File: src/rtl/fir_pkg.sv
// Shared defaults and FSM state encoding for the time-multiplexed FIR filter.
package fir_pkg;

    localparam int DEFAULT_TAPS = 4;
    localparam int DEFAULT_DW   = 8;
    localparam int DEFAULT_ACCW = 2 * DEFAULT_DW + $clog2(DEFAULT_TAPS);

    typedef enum logic [1:0] {
        IDLE,
        MAC,
        HOLD
    } state_t;

endpackage

File: src/rtl/fir_mac_unit.sv
// Single shared multiplier feeding an accumulator; clear wins over enable.
module fir_mac_unit
    import fir_pkg::*;
#(
    parameter int DW   = DEFAULT_DW,
    parameter int ACCW = DEFAULT_ACCW
) (
    input  logic            clk,
    input  logic            reset,
    input  logic            clear,
    input  logic            enable,
    input  logic [DW-1:0]   a,
    input  logic [DW-1:0]   b,
    output logic [ACCW-1:0] acc
);

    logic [2*DW-1:0] product;

    assign product = a * b;

    always_ff @(posedge clk) begin
        if (reset) begin
            acc <= '0;
        end else if (clear) begin
            acc <= '0;
        end else if (enable) begin
            acc <= acc + ACCW'(product);
        end
    end

endmodule

File: src/rtl/fir_mac_sched.sv
// FIR filter that walks all taps through one multiplier, one tap per cycle,
// then holds the result until the consumer takes it.
module fir_mac_sched
    import fir_pkg::*;
#(
    parameter int TAPS   = DEFAULT_TAPS,
    parameter int DW     = DEFAULT_DW,
    parameter int ACCW   = 2 * DW + $clog2(TAPS),
    localparam int AW    = (TAPS > 1) ? $clog2(TAPS) : 1
) (
    input  logic            clk,
    input  logic            reset,
    input  logic            cfg_we,
    input  logic [AW-1:0]   cfg_addr,
    input  logic [DW-1:0]   cfg_data,
    output logic            cfg_err,
    input  logic            in_valid,
    output logic            in_ready,
    input  logic [DW-1:0]   in_data,
    output logic            out_valid,
    input  logic            out_ready,
    output logic [ACCW-1:0] out_data,
    output logic            busy
);

    localparam logic [AW-1:0] LAST_IDX = AW'(TAPS - 1);

    state_t          state;
    state_t          next_state;
    logic [DW-1:0]   coeff      [TAPS];
    logic [DW-1:0]   delay_line [TAPS];
    logic [AW-1:0]   idx;
    logic [ACCW-1:0] acc;
    logic            accept;
    logic            mac_clear;
    logic            mac_en;

    always_ff @(posedge clk) begin
        if (reset) begin
            state <= IDLE;
        end else begin
            state <= next_state;
        end
    end

    always_comb begin
        next_state = state;
        in_ready   = 1'b0;
        out_valid  = 1'b0;
        busy       = 1'b0;
        accept     = 1'b0;
        mac_clear  = 1'b0;
        mac_en     = 1'b0;
        unique case (state)
            IDLE: begin
                in_ready = 1'b1;
                if (in_valid) begin
                    accept     = 1'b1;
                    mac_clear  = 1'b1;
                    next_state = MAC;
                end
            end
            MAC: begin
                busy   = 1'b1;
                mac_en = 1'b1;
                if (idx == LAST_IDX) begin
                    next_state = HOLD;
                end
            end
            HOLD: begin
                busy      = 1'b1;
                out_valid = 1'b1;
                if (out_ready) begin
                    next_state = IDLE;
                end
            end
            default: next_state = IDLE;
        endcase
        // Outputs must look idle-and-empty for the whole reset cycle, whatever the state register holds.
        if (reset) begin
            in_ready  = 1'b0;
            out_valid = 1'b0;
            busy      = 1'b0;
            accept    = 1'b0;
        end
    end

    always_ff @(posedge clk) begin
        if (reset) begin
            idx     <= '0;
            cfg_err <= 1'b0;
            for (int k = 0; k < TAPS; k++) begin
                coeff[k]      <= DW'(1);
                delay_line[k] <= '0;
            end
        end else begin
            cfg_err <= cfg_we && (state != IDLE);
            if (cfg_we && (state == IDLE)) begin
                coeff[cfg_addr] <= cfg_data;
            end
            if (accept) begin
                delay_line[0] <= in_data;
                for (int k = 1; k < TAPS; k++) begin
                    delay_line[k] <= delay_line[k-1];
                end
                idx <= '0;
            end else if (mac_en) begin
                idx <= idx + AW'(1);
            end
        end
    end

    fir_mac_unit #(
        .DW   (DW),
        .ACCW (ACCW)
    ) u_mac (
        .clk    (clk),
        .reset  (reset),
        .clear  (mac_clear),
        .enable (mac_en),
        .a      (coeff[idx]),
        .b      (delay_line[idx]),
        .acc    (acc)
    );

    assign out_data = out_valid ? acc : '0;

endmodule

File: config.mk
export PLATFORM = sky130hd
export DESIGN_NAME = fir_mac_sched
export DESIGN_NICKNAME = d
export VERILOG_FILES = /design/src/rtl/fir_pkg.sv /design/src/rtl/fir_mac_unit.sv /design/src/rtl/fir_mac_sched.sv
export SDC_FILE = /design/constraint.sdc
export NUM_CORES = 1
export LEC_CHECK = 0
export CAP_MARGIN = 20
export CORE_UTILIZATION = 60
export CTS_CLUSTER_SIZE = 10
export DETAILED_ROUTE_END_ITERATION = 7
export GPL_TIMING_DRIVEN = 0
export PLACE_DENSITY = 0.87
export REMOVE_ABC_BUFFERS = 1
export SLEW_MARGIN = 20
export SYNTH_ARGS = -nofsm -noshare
export SYNTH_HDL_FRONTEND = slang
export SYNTH_HIERARCHICAL = 1
export SYNTH_SLANG_ARGS = --single-unit
File: constraint.sdc
create_clock -name clk -period 5.5 [get_ports clk]
set_input_delay 1.1 -clock clk [delete_from_list [all_inputs] [get_ports clk]]
set_output_delay 1.1 -clock clk [all_outputs]
set_load 0.02 [all_outputs]
==> run summary <==
outcome: complete, no violations
syn_area_per_cell: 11.04 um2
Placed Cells: 758
Clk pin slew, worst setup/hold paths: 0.10 ns
Fin Clk Skew: 0.01518 ns
RSZ-0062 raised after global routing: false
max-slew violation count: 0
Post-synth EDFFs: 64
hold_buf cts: 0
layout cell share with drive strength beyond 1: 8.307%
Yosys top cell area share: 29.06%
First-pass DRT Iterations: 5
async set-reset flop share out of synthesis: 0%
Avg WL per Cell: 16.44 um
post-synthesis register bit count: 89
Syn. warnings: 6
Hold Startpoint: u_mac/acc[17]
root buf cell: clkbuf_8
DRT antenna net count: 0
worst hold-check path type: flip-flop to flip-flop
total gr overflow: 0
WS Path Type: flip-flop to flip-flop
# diodes: 0
Worst-Margin Slew: 0.9834 ns
Final Core Density: 69.50%
CP Capture Type: flip-flop
Max Cap Viol: 0
Netlist cell types: 51
CP Launch Type: flip-flop
core area: 10510 um2
Die W: 107.0 um
CTS max path bufs: 2
CTS tree: done
Worst-Skew Late Latency: 0.36 ns
final wirelength: 12720 um
CTS buffer count: 9
CP required: 5.80 ns
Hold Path Cell Cnt: 2
Synth area leaders: edfxtp_1 (29%), fa_1 (15%), ha_1 (8.7%)
largest net degree at the start of global routing: 36
first-pass GRT wire length: 21400 um
Sink Count: 89
Detailed Route Iter0 Violations: 219
Nets: 752
Max transition margin: 34.23%
Post-route DRC: 0
initial antenna violation count: 0
fin worst setup slack: 0.2442 ns
Fin. Hold Viols: 0
Placer Congestion: 0.9066
Lkg Pwr: 3.245 nW
Tot GR Track Use: 24.43%
setup TNS: 0 ns
VDD IR-drop max: 0.2940 mV
Top FF cell, synth: edfxtp_1
Peak Freq: 190.3 MHz
Post-Synthesis Cells: 599
via-per-instance ratio: 5.584
Hold WS: 0.4810 ns
IO Pins: 45
Starting Density: 62.92%
CP Data Arrival Time: 5.56 ns
Mapped Area: 6613 um2
Place WS: -0.3603 ns
H-tree depth: 3
Worst Reg-to-Reg Cells: 15
Area Growth Syn to Fin: 10.44%
area leader, netlist: edfxtp_1
die area: 11440 um2
Finished Layout Cells: 774
vias in the first global route: 4454
critical path peak fanout: 16
period utilization: 95.56%
die height: 107.0 um
Final setup viols: 0
IO buf count: 44
sequential fraction of the synthesis area: 36.63%
min Tclk post-route: 5.256 ns
# rows: 37
HPWL reported at the end of detailed placement: 9357 um
PwrDens: 480.6 nW/um2
total number of vias: 4322
-- repair_timing --
action                     in CTS  in global routing
resized for setup               1                  2
setup buffers                   0                  0
setup endpoints to repair       8                  5
-- sequential cells by signal, indices dropped and copies added, names as in the netlist, named ones only --
signal and cells:
state 2, coeff 32, cfg_err 1, delay_line 32, u_mac/acc 18, idx 2
-- layer usage --
layer / routed length, um / part of all wire, % / GRT usage, %
met1: 5337 / 42 / 30.51
met2: 6719 / 53 / 44.19
met3: 405 / 3.2 / 3.526
met4: 259 / 2.0 / 6.751
met5: 0 / 0 / 0
-- power breakdown --
part	internal [W]	switching, W	leakage, nW
Clock	0.000180	0.000251	0.0863
Combinational	0.000901	0.00124	2.29
Sequential	0.000852	0.0000815	0.871
-- stage by stage --
stage | total power (W) | area (um2)
after floorplan | 0.002585 | 6504
after CTS | 0.003525 | 7295
final | 0.003510 | 7303
after global routing | 0.003847 | 7303
after global placement | 0.002962 | 7114
after detailed placement | 0.003078 | 7114
-- critical path, cell delays in order (launching register included) --
cell      delay (ns)
dfxtp_4         0.56
mux4_2          0.67
and2_1          0.24
fa_1            0.55
fa_1            0.44
fa_1            0.50
inv_1           0.05
fa_1            0.47
inv_1           0.04
ha_1            0.34
and3_4          0.19
a221oi_4        0.35
o221a_4         0.30
o31ai_4         0.08
mux2i_1         0.18
mux2i_1         0.20
-- synth_stat cells (3+ instances only) --
library cell,number
o21ai_0,8
nand2b_1,9
fa_1,50
or2_2,5
xnor2_1,10
buf_2,6
clkbuf_2,3
nand3_1,6
nor2b_1,3
and3_1,30
a21oi_1,10
a211oi_1,3
edfxtp_1,64
nor2_1,19
ha_1,46
clkbuf_1,10
and2_1,78
a21o_1,4
inv_1,100
nand2_1,45
mux4_2,16
mux2i_1,15
dfxtp_1,25
-- area by class of cell --
class,instances,area [um2]
well taps,136,170.2
repair buffers,44,440.4
inverters,101,379.1
fillers,753,3206
flip-flops and latches,89,2427
clock inverters,5,37.54
multi-input cells,388,3707
clock buffers,11,141.4
-- path summary, 6_finish.rpt --
path / endpoint / slack, ns
worst max register to register: u_mac/acc[17] / 0.24
worst min register to register: u_mac/acc[17] / 0.48
worst max-delay path: u_mac/acc[17] / 0.24
worst min-delay path: u_mac/acc[17] / 0.48
-- placed cells by master (no fill, tap or decap), types with 15 or more instances in the layout --
| cell type | n |
|---|---|
| mux2i_1 | 15 |
| clkdlybuf4s50_1 | 44 |
| and3_1 | 30 |
| fa_1 | 50 |
| ha_1 | 45 |
| dfxtp_1 | 23 |
| inv_1 | 100 |
| mux4_2 | 16 |
| and2_1 | 78 |
| nor2_1 | 19 |
| edfxtp_1 | 64 |
| nand2_1 | 45 |
-- cell families (layout without fill, tap and decap cells) --
family / after synthesis / after routing / share of synthesized area (%)
XOR/XNOR: 12 / 12 / 1.589
AO/OA/AOI/OAI: 36 / 36 / 4.201
adder cells (fa/ha/maj): 96 / 96 / 23.84
multiplexers: 31 / 31 / 7.720
AND/OR/NAND/NOR: 213 / 213 / 18.64
buffers and inverters: 122 / 161 / 7.379
flip-flops: 89 / 89 / 36.63
No activity file was read; power rests on OpenSTA's default activity.
